--- config.mk ---
export PLATFORM = sky130hd
export DESIGN_NAME = regfile_wb_arb
export DESIGN_NICKNAME = d
export VERILOG_FILES = /design/src/rtl/regfile_wb_arb_pkg.sv /design/src/rtl/regfile_wb_arb_wb_fifo2.sv /design/src/rtl/regfile_wb_arb.sv
export SDC_FILE = /design/constraint.sdc
export NUM_CORES = 1
export LEC_CHECK = 0
export CAP_MARGIN = 20
export CORE_ASPECT_RATIO = 1.2
export CORE_MARGIN = 2
export CORE_UTILIZATION = 60
export CTS_CLUSTER_DIAMETER = 40
export DETAILED_ROUTE_END_ITERATION = 8
export GPL_ROUTABILITY_DRIVEN = 0
export PLACE_DENSITY = 0.85
export SLEW_MARGIN = 20
export SYNTH_ARGS = -nofsm -noshare
export SYNTH_HDL_FRONTEND = slang
export SYNTH_SLANG_ARGS = --single-unit
--- constraint.sdc ---
create_clock -name Clk -period 8.25 [get_ports Clk]
set_input_delay 1.65 -clock Clk [delete_from_list [all_inputs] [get_ports Clk]]
set_output_delay 1.65 -clock Clk [all_outputs]
set_load 0.03 [all_outputs]
--- src/rtl/regfile_wb_arb_pkg.sv ---
`default_nettype none
// ============================================================================
// Module      : regfile_wb_arb_pkg
// Description : Shared CPU constants and types for the register-file
//               writeback arbiter: stamp, register-address and data widths,
//               the buffered entry layout and the arrival-age helper.
// Revision    : 1.0 - initial release
// ============================================================================
package regfile_wb_arb_pkg;

  localparam int unsigned c_STAMP_W = 3;
  localparam int unsigned c_REG_W   = 5;
  localparam int unsigned c_DATA_W  = 32;

  typedef struct packed {
    logic [c_STAMP_W-1:0] stamp;
    logic [c_REG_W-1:0]   rw;
    logic [c_DATA_W-1:0]  data;
  } wb_entry_t;

  // At most four entries are ever in flight, so a forward distance of 1..3
  // from stamp A to stamp B means A arrived first.
  function automatic logic a_is_older(input logic [c_STAMP_W-1:0] i_sa,
                                      input logic [c_STAMP_W-1:0] i_sb);
    logic [c_STAMP_W-1:0] w_diff;
    w_diff = i_sb - i_sa;
    return (w_diff >= c_STAMP_W'(1)) && (w_diff <= c_STAMP_W'(3));
  endfunction

endpackage : regfile_wb_arb_pkg
`default_nettype wire

--- src/rtl/regfile_wb_arb_wb_fifo2.sv ---
`default_nettype none
// ============================================================================
// Module      : wb_fifo2
// Description : Two-entry writeback FIFO of {stamp, rw, data}. Slot 0 is
//               always the head; a pop shifts slot 1 down. No bypass: a
//               pushed entry is visible only after the clock edge.
// Ports       : clk, rst_n      - clock, async active-low reset
//               i_push, i_din  - write an entry (ignored when full)
//               i_pop          - drop the head (ignored when empty)
//               o_head         - slot 0 entry
//               o_rw1          - slot 1 destination register
//               o_count        - number of valid entries (0..2)
// Revision    : 1.0 - initial release
// ============================================================================
module wb_fifo2
  import regfile_wb_arb_pkg::*;
#(
  parameter int DEPTH = 2
) (
  input  logic               clk,
  input  logic               rst_n,
  input  logic               i_push,
  input  wb_entry_t          i_din,
  input  logic               i_pop,
  output wb_entry_t          o_head,
  output logic [c_REG_W-1:0] o_rw1,
  output logic [1:0]         o_count
);

  localparam logic [1:0] c_FULL = 2'(DEPTH);

  wb_entry_t  r_ent0;
  wb_entry_t  r_ent1;
  logic [1:0] r_count;

  logic       w_do_push;
  logic       w_do_pop;
  logic [1:0] w_cnt_after_pop;

  assign w_do_pop        = i_pop && (r_count != 2'd0);
  assign w_do_push       = i_push && (r_count != c_FULL);
  assign w_cnt_after_pop = r_count - {1'b0, w_do_pop};

  always_ff @(posedge clk or negedge rst_n) begin
    if (!rst_n) begin
      r_ent0  <= '0;
      r_ent1  <= '0;
      r_count <= 2'd0;
    end else begin
      if (w_do_pop) begin
        r_ent0 <= r_ent1;
      end
      // The push slot is chosen after accounting for a same-cycle pop, so
      // the later assignment to r_ent0 overrides the shift when needed.
      if (w_do_push) begin
        if (w_cnt_after_pop == 2'd0) begin
          r_ent0 <= i_din;
        end else begin
          r_ent1 <= i_din;
        end
      end
      r_count <= w_cnt_after_pop + {1'b0, w_do_push};
    end
  end

  assign o_head  = r_ent0;
  assign o_rw1   = r_ent1.rw;
  assign o_count = r_count;

endmodule : wb_fifo2
`default_nettype wire

--- src/rtl/regfile_wb_arb.sv ---
`default_nettype none
// ============================================================================
// Module      : regfile_wb_arb
// Description : Arbitrates two writeback sources (A: ALU, B: load/multi-cycle)
//               onto one register-file write port. Each source is buffered in
//               a 2-entry FIFO; same-register conflicts resolve by arrival
//               age, otherwise round-robin. Also answers a hazard query.
// Ports       : Clk, Rst_n                 - clock, async active-low reset
//               A_/B_valid, _ready, _rw, _data - source handshakes
//               WE, Rw, busW               - registered register-file write
//               Q_r, Q_busy                - pending-write hazard query
// Revision    : 1.0 - initial release
// ============================================================================
module regfile_wb_arb
  import regfile_wb_arb_pkg::*;
#(
  parameter int DEPTH = 2
) (
  input  logic                Clk,
  input  logic                Rst_n,
  input  logic                A_valid,
  output logic                A_ready,
  input  logic [c_REG_W-1:0]  A_rw,
  input  logic [c_DATA_W-1:0] A_data,
  input  logic                B_valid,
  output logic                B_ready,
  input  logic [c_REG_W-1:0]  B_rw,
  input  logic [c_DATA_W-1:0] B_data,
  output logic                WE,
  output logic [c_REG_W-1:0]  Rw,
  output logic [c_DATA_W-1:0] busW,
  input  logic [c_REG_W-1:0]  Q_r,
  output logic                Q_busy
);

  localparam logic [1:0] c_FULL = 2'(DEPTH);

  logic                 r_live;   // low through reset so ready stays low
  logic [c_STAMP_W-1:0] r_stamp;
  logic                 r_rr_b;   // 1: round-robin favours B next
  logic                 r_we;
  logic [c_REG_W-1:0]   r_rw;
  logic [c_DATA_W-1:0]  r_busw;

  logic                 w_acc_a, w_acc_b;
  wb_entry_t            w_din_a, w_din_b;
  wb_entry_t            w_head_a, w_head_b, w_grant;
  logic [c_REG_W-1:0]   w_rw1_a, w_rw1_b;
  logic [1:0]           w_cnt_a, w_cnt_b;
  logic                 w_has_a, w_has_b;
  logic                 w_pop_a, w_pop_b;
  logic                 w_hit;

  assign A_ready = r_live && (w_cnt_a != c_FULL);
  assign B_ready = r_live && (w_cnt_b != c_FULL);
  assign w_acc_a = A_valid && A_ready;
  assign w_acc_b = B_valid && B_ready;

  // Same-cycle acceptance: A takes the current stamp, B the next one.
  assign w_din_a = {r_stamp, A_rw, A_data};
  assign w_din_b = {r_stamp + c_STAMP_W'(w_acc_a), B_rw, B_data};

  wb_fifo2 #(.DEPTH(DEPTH)) u_fifo_a (
    .clk    (Clk),
    .rst_n  (Rst_n),
    .i_push (w_acc_a),
    .i_din  (w_din_a),
    .i_pop  (w_pop_a),
    .o_head (w_head_a),
    .o_rw1  (w_rw1_a),
    .o_count(w_cnt_a)
  );

  wb_fifo2 #(.DEPTH(DEPTH)) u_fifo_b (
    .clk    (Clk),
    .rst_n  (Rst_n),
    .i_push (w_acc_b),
    .i_din  (w_din_b),
    .i_pop  (w_pop_b),
    .o_head (w_head_b),
    .o_rw1  (w_rw1_b),
    .o_count(w_cnt_b)
  );

  assign w_has_a = (w_cnt_a != 2'd0);
  assign w_has_b = (w_cnt_b != 2'd0);

  always_comb begin
    w_pop_a = 1'b0;
    w_pop_b = 1'b0;
    if (w_has_a && w_has_b) begin
      if (w_head_a.rw == w_head_b.rw) begin
        w_pop_a = a_is_older(w_head_a.stamp, w_head_b.stamp);
      end else begin
        w_pop_a = !r_rr_b;
      end
      w_pop_b = !w_pop_a;
    end else begin
      w_pop_a = w_has_a;
      w_pop_b = w_has_b;
    end
    w_grant = w_pop_a ? w_head_a : w_head_b;
  end

  always_ff @(posedge Clk or negedge Rst_n) begin
    if (!Rst_n) begin
      r_live  <= 1'b0;
      r_stamp <= '0;
      r_rr_b  <= 1'b0;
      r_we    <= 1'b0;
      r_rw    <= '0;
      r_busw  <= '0;
    end else begin
      r_live  <= 1'b1;
      r_stamp <= r_stamp + c_STAMP_W'(w_acc_a) + c_STAMP_W'(w_acc_b);
      r_we    <= 1'b0;
      if (w_pop_a || w_pop_b) begin
        // A pop to r0 is still a grant for fairness but writes nothing.
        r_rr_b <= w_pop_a;
        if (w_grant.rw != '0) begin
          r_we   <= 1'b1;
          r_rw   <= w_grant.rw;
          r_busw <= w_grant.data;
        end
      end
    end
  end

  assign WE   = r_we;
  assign Rw   = r_rw;
  assign busW = r_busw;

  always_comb begin
    w_hit = 1'b0;
    if ((w_cnt_a != 2'd0) && (w_head_a.rw == Q_r)) w_hit = 1'b1;
    if ((w_cnt_a == 2'd2) && (w_rw1_a == Q_r))     w_hit = 1'b1;
    if ((w_cnt_b != 2'd0) && (w_head_b.rw == Q_r)) w_hit = 1'b1;
    if ((w_cnt_b == 2'd2) && (w_rw1_b == Q_r))     w_hit = 1'b1;
    if (r_we && (r_rw == Q_r))                     w_hit = 1'b1;
  end

  assign Q_busy = (Q_r != '0) && w_hit;

endmodule : regfile_wb_arb
`default_nettype wire

==> impl_metrics.json, run 1 <==
{
  "drt-total-wl_um": 20570,
  "diodes": 0,
  "synth_cells": 671,
  "insertion_delay_ns": 0.53,
  "cap_violations": 0,
  "cp.required_ns": 6.60,
  "p_seq_frac": 0.352,
  "path_delay_family": "buffers and inverters",
  "ir_drop_v": 0.0002637,
  "die-area_mm2": 0.01754,
  "yosys-top-cells-area": "dfrtp_1, mux2_2, mux2_4, xnor2_1, xor2_1",
  "period_minus_slack_ns": 5.629,
  "hold_violations": 0,
  "cts.repair.resized": 0,
  "rsz0062_at_grt": "no",
  "tns_ns": 0,
  "post-route-drc-count": 0,
  "initial_utilization": 0.6105,
  "ant_nets": 0,
  "hp-class": "reg -> reg",
  "floorplan.rows": 51,
  "worst_slack_ns": 2.621,
  "worstPathCellList": "clkdlybuf4s50_1, xor2_1, nor4_1, nand3_1, o31ai_1, nor4_1, a21oi_1, clkdlybuf4s50_1",
  "endpoint": "Q_busy",
  "p_int_w": 0.003533,
  "holdBufCountCts": 0,
  "power.switching_w": 0.001672,
  "grt-ovfl-total": 0,
  "power_w": 0.005206,
  "reg2reg_from": "u_fifo_b.o_head[37]",
  "slew_violations": 0,
  "r2r_cells": 11,
  "power_density_mw_per_mm2": 425.4,
  "synth_most_common_cell": "mux2_2",
  "final.setup_skew_ns": 0.01485,
  "ys_types": 42,
  "tightest_slew_ns": 1.084,
  "dr.pass1.iters": 6,
  "crit_fanout": 6,
  "critical_path_depth": 8,
  "place_area_mm2": 0.01125,
  "cts_inserted_buffers": 27,
  "cts_buffer_depth": 3,
  "wl_per_cell_um": 20.01,
  "syn-num-nets": 762,
  "syn_area_mm2": 0.009896,
  "post_cts_buffers": 0,
  "rrSetupSlack_ns": 4.64,
  "ys_seq_area_frac": 0.5235,
  "cp-start-kind": "input port",
  "die_h_um": 144.7,
  "fmax_ghz": 0.1777,
  "cts.htree.levels": 1,
  "drive_gt1_frac": 0.4522,
  "antenna_found_initial": 0,
  "avgSynthCellArea_um2": 14.75,
  "ys_warn_count": 0,
  "viasPerCell": 5.689,
  "slowest_delay_ns": 0.69,
  "worst-path-buf-inv": 2,
  "status": "completed",
  "hold_ws_ns": 0.5011,
  "clockPowerShare": 0.230,
  "leakagePower_nw": 5.497,
  "drt_iter0_drc": 290,
  "area_delta_synth_final_pct": 23.67,
  "period_share": 0.6823,
  "worst_ep_arrival_time_ns": 3.98,
  "synth_edf_count": 0,
  "clockRootBuffer": "clkbuf_16",
  "chipWidth_um": 121.2,
  "switching_share": 0.3213,
  "cts_tree": "yes",
  "dpl.hpwl_um": 13190,
  "r2r_end": "busW[4]",
  "grt_pass1_wl_um": 33390,
  "power.share.combinational": 0.418,
  "yosysTopAreaCellShare": 0.5235,
  "grt_pass1_vias": 6559,
  "whs_path_depth": 1,
  "startpoint": "Q_r[1]",
  "finalSetupViolations": 0,
  "final_nets": 886,
  "slew_headroom": 0.2776,
  "grt_max_degree": 127,
  "preCtsSetupSlack_ns": 2.700,
  "yosysTopAreaCell": "dfrtp_1",
  "crit_slowest_cell": "clkdlybuf4s50_1",
  "end_kind": "output pin",
  "coreArea_mm2": 0.01621,
  "synth_common_cells": "mux2_2, dfrtp_1, mux2_4",
  "ios": 124,
  "cts_num_sinks": 207,
  "io_buffers": 123,
  "synth-seq-cells": 207,
  "synth_ff_type": "dfrtp_1",
  "async_flop_share": 1.000,
  "clk_pin_slew_ns": 0.05,
  "path_class": "in -> out",
  "num_vias": 5848,
  "stdcell_area_mm2": 0.01224,
  "track_usage": 0.2416
}
[per-layer routing]
metal / GRT usage / part of all wire / up-vias
li1: - / - / 2656
met1: 0.2958 / 0.40 / 3006
met5: 0 / 0 / -
met3: 0.04075 / 0.043 / 49
met4: 0.07864 / 0.024 / 0
met2: 0.4361 / 0.53 / 137
[kinds of logic after synthesis]
kind of cell    after synthesis  share of synthesized area
compound gates               21                    0.01922
xor+xnor                     35                    0.03237
fa+ha+maj                     8                    0.01087
buf+inv                      49                    0.02706
flops                       207                     0.5235
mux                         310                     0.3630
other cells                   1                  0.0003790
simple gates                 40                    0.02364
[placed cells by master, fill, tap and decap left out, types with 3 or more instances in the layout]
cell type,synthesis,layout
mux2_2,273,273
dfrtp_1,207,207
clkdlybuf4s50_1,0,122
mux2_4,28,28
clkbuf_16,0,27
xnor2_1,21,21
xor2_1,13,13
inv_1,13,13
nor2_1,9,9
ha_1,7,7
nand2_1,6,6
nor3_1,6,6
mux2_1,6,6
o21ai_0,5,5
clkinv_2,0,5
nand4_1,4,4
bufinv_16,0,4
clkbuf_8,0,4
buf_4,4,4
a21oi_1,3,3
mux2i_1,3,3
inv_6,0,3
clkbuf_1,7,3
clkinvlp_4,0,3
[sequential cells by signal, summed over array words and instances (netlist names), 3 cells and up]
register,flops
u_fifo_b.o_head,40
u_fifo_b.r_ent1,35
u_fifo_b.o_rw1,5
r_stamp,3
u_fifo_a.o_rw1,5
u_fifo_a.r_ent1,35
u_fifo_a.o_head,40
busW,32
Rw,5
[cell type report]
type,instances,area [um^2]
Sequential cell,207,5180
Multi-Input combinational cell,415,4453
Fill cell,1008,3970
Timing Repair Buffer,131,1351
Clock buffer,33,728.2
Tap cell,212,265.3
Clock inverter,17,211.5
Inverter,13,48.80
[worst min-delay path by stage]
stage | endpoint | slack, ns | from
detailed placement | u_fifo_b.r_ent1[37] | 0.49 | u_fifo_b.r_ent1[37]
floorplan | u_fifo_b.r_ent1[0] | 0.47 | u_fifo_b.r_ent1[0]
CTS | u_fifo_b.r_ent1[29] | 0.50 | u_fifo_b.r_ent1[29]
finish | u_fifo_b.r_ent1[29] | 0.50 | u_fifo_b.r_ent1[29]
global route | u_fifo_b.r_ent1[29] | 0.51 | u_fifo_b.r_ent1[29]
global placement | u_fifo_b.r_ent1[37] | 0.48 | u_fifo_b.r_ent1[37]
[stage by stage]
stage          std cells  utilization
3_5_place_dp         976       0.6939
2_1_floorplan        671            -
4_1_cts             1026       0.7519
6_report            1028       0.7551
3_3_place_gp         975       0.6922
5_1_grt             1028       0.7551
[power groups by stage]
stage | combinational, W | clock (W) | sequential [W]
after floorplan | 0.00154 | 0 | 0.00191
after global placement | 0.00207 | 0 | 0.00180
after detailed placement | 0.00217 | 0 | 0.00184
after CTS | 0.00220 | 0.00122 | 0.00183
after global routing | 0.00234 | 0.00127 | 0.00189
final | 0.00218 | 0.00120 | 0.00183
Power figures use the tool's default switching activity.
==> inputs of run 2 (changes only) <==
CORE_UTILIZATION = 50   (was 60)
PLACE_DENSITY = 0.76   (was 0.85)
clock period = 4.7 ns   (was 8.25 ns; I/O delays follow)
==> run 2 against run 1 <==
  * Worst hold slack worse by 0.0025 ns
  * Final cell count grew 4.8%
  * Non-clock buffer count is 1 higher
  * Global-route usage shrank 4.0 points
  * Highest routed layer unchanged
  * First-iteration DRC count shrank 24%
  * Via count is 0.34% higher
  * Largest cell class unchanged
  * Largest power group unchanged
  * Sequential cell count unchanged
==> impl_metrics.json, run 2 (synthesized netlist as in run 1, its figures left out) <==
{
  "dpl.hpwl_um": 13590,
  "coreArea_mm2": 0.01948,
  "slew_violations": 0,
  "insertion_delay_ns": 0.52,
  "clk_pin_slew_ns": 0.05,
  "grt-ovfl-total": 0,
  "hold_violations": 0,
  "slew_headroom": 0.3109,
  "dr.pass1.iters": 4,
  "leakagePower_nw": 5.525,
  "r2r_cells": 11,
  "cp.required_ns": 3.76,
  "drt-total-wl_um": 20770,
  "final_cell_mix": "mux2_2, dfrtp_1, clkdlybuf4s50_1",
  "ir_drop_v": 0.0004176,
  "io_buffers": 123,
  "post_cts_buffers": 0,
  "tightest_slew_ns": 1.034,
  "whs_path_depth": 1,
  "grt_pass1_vias": 6601,
  "clockRootBuffer": "clkbuf_16",
  "power.share.combinational": 0.413,
  "die_h_um": 158.1,
  "clockPowerShare": 0.238,
  "die-area_mm2": 0.02094,
  "cts.htree.levels": 1,
  "grt_max_degree": 115,
  "holdBufCountCts": 0,
  "p_int_w": 0.006292,
  "worst_ep_arrival_time_ns": 3.25,
  "grt_pass1_wl_um": 33910,
  "p_seq_frac": 0.349,
  "hp-class": "reg -> reg",
  "power_density_mw_per_mm2": 745.3,
  "ant_nets": 0,
  "cts.repair.resized": 0,
  "cts_inserted_buffers": 28,
  "period_minus_slack_ns": 4.189,
  "cts_tree": "yes",
  "status": "completed",
  "rsz0062_at_grt": "no",
  "fillCellCount": 1518,
  "drive_gt1_frac": 0.4510,
  "path_class": "in -> out",
  "drt_iter0_drc": 221,
  "viasPerCell": 5.448,
  "diodes": 0,
  "final_nets": 888,
  "track_usage": 0.2019,
  "final.setup_skew_ns": 0.007835,
  "cap_violations": 0,
  "cp-start-kind": "input port",
  "crit_fanout": 6,
  "cts_num_sinks": 207,
  "tns_ns": 0,
  "power_w": 0.009187,
  "antenna_found_initial": 0,
  "initial_utilization": 0.5080,
  "period_share": 0.8912,
  "cts_buffer_depth": 3,
  "num_vias": 5868,
  "final_common_cell": "mux2_2",
  "wl_per_cell_um": 19.28,
  "end_kind": "output pin",
  "switching_share": 0.3151,
  "ios": 124,
  "post-route-drc-count": 0,
  "area_delta_synth_final_pct": 24.57,
  "power.switching_w": 0.002895,
  "fmax_ghz": 0.2387,
  "floorplan.rows": 56,
  "finalSetupViolations": 0,
  "chipWidth_um": 132.4
}
run 2: layer usage:
layer  wire [um]  share of wire  GRT usage  vias to the layer above
li1            -              -          -                     2659
met5           0              0          0                        -
met4         450          0.022    0.05991                        0
met2       11420           0.55     0.3886                      121
met1        8094           0.39     0.2313                     3045
met3         804          0.039    0.03074                       43
run 2: final timing paths:
path,from,to,slack [ns]
setup / recovery,Q_r[1],Q_busy,0.51
hold reg to reg,u_fifo_a.r_ent1[38],u_fifo_a.r_ent1[38],0.50
max in group asynchronous,Rst_n,u_fifo_b.r_ent1[7],3.26
hold / removal,u_fifo_a.r_ent1[38],u_fifo_a.r_ent1[38],0.50
min in group asynchronous,Rst_n,u_fifo_a.r_ent1[3],0.54
setup reg to reg,u_fifo_b.o_head[37],busW[17],1.33
run 2: critical path: stages:
cell and delay [ns]:
clkdlybuf4s50_1 0.59, xor2_1 0.24, nor4_1 0.34, nand3_1 0.12
o31ai_1 0.09, nor4_1 0.10, a21oi_1 0.14, clkdlybuf4s50_1 0.68
run 2: final cells by class:
class	count	area (um^2)	share of cell area
clock buffers	38	809.5	0.06567
well taps	261	326.6	0.02649
clock inverters	11	173.9	0.01411
repair buffers	132	1328	0.1077
inverters	13	48.80	0.003959
flip-flops and latches	207	5180	0.4202
multi-input cells	415	4461	0.3619
run 2: power groups by stage:
| stage | Sequential, W | Combinational, W | Clock [W] |
|---|---|---|---|
| floorplan | 0.00334 | 0.00271 | 0 |
| global placement | 0.00317 | 0.00364 | 0 |
| detailed placement | 0.00323 | 0.00381 | 0 |
| CTS | 0.00321 | 0.00384 | 0.00223 |
| global route | 0.00332 | 0.00408 | 0.00232 |
| finish | 0.00321 | 0.00379 | 0.00219 |
run 2: metrics by stage:
stage	util	cells	instance area [um^2]	hold WS, ns	setup WS [ns]
4_1_cts	0.6325	1077	12320	0.5028	0.5182
3_3_place_gp	0.5820	1028	11340	0.4834	0.6751
6_report	0.6328	1077	12330	0.4986	0.5114
5_1_grt	0.6328	1077	12330	0.5136	0.4320
3_5_place_dp	0.5820	1028	11340	0.4916	0.5291
2_1_floorplan	-	671	9896	0.4750	1.455
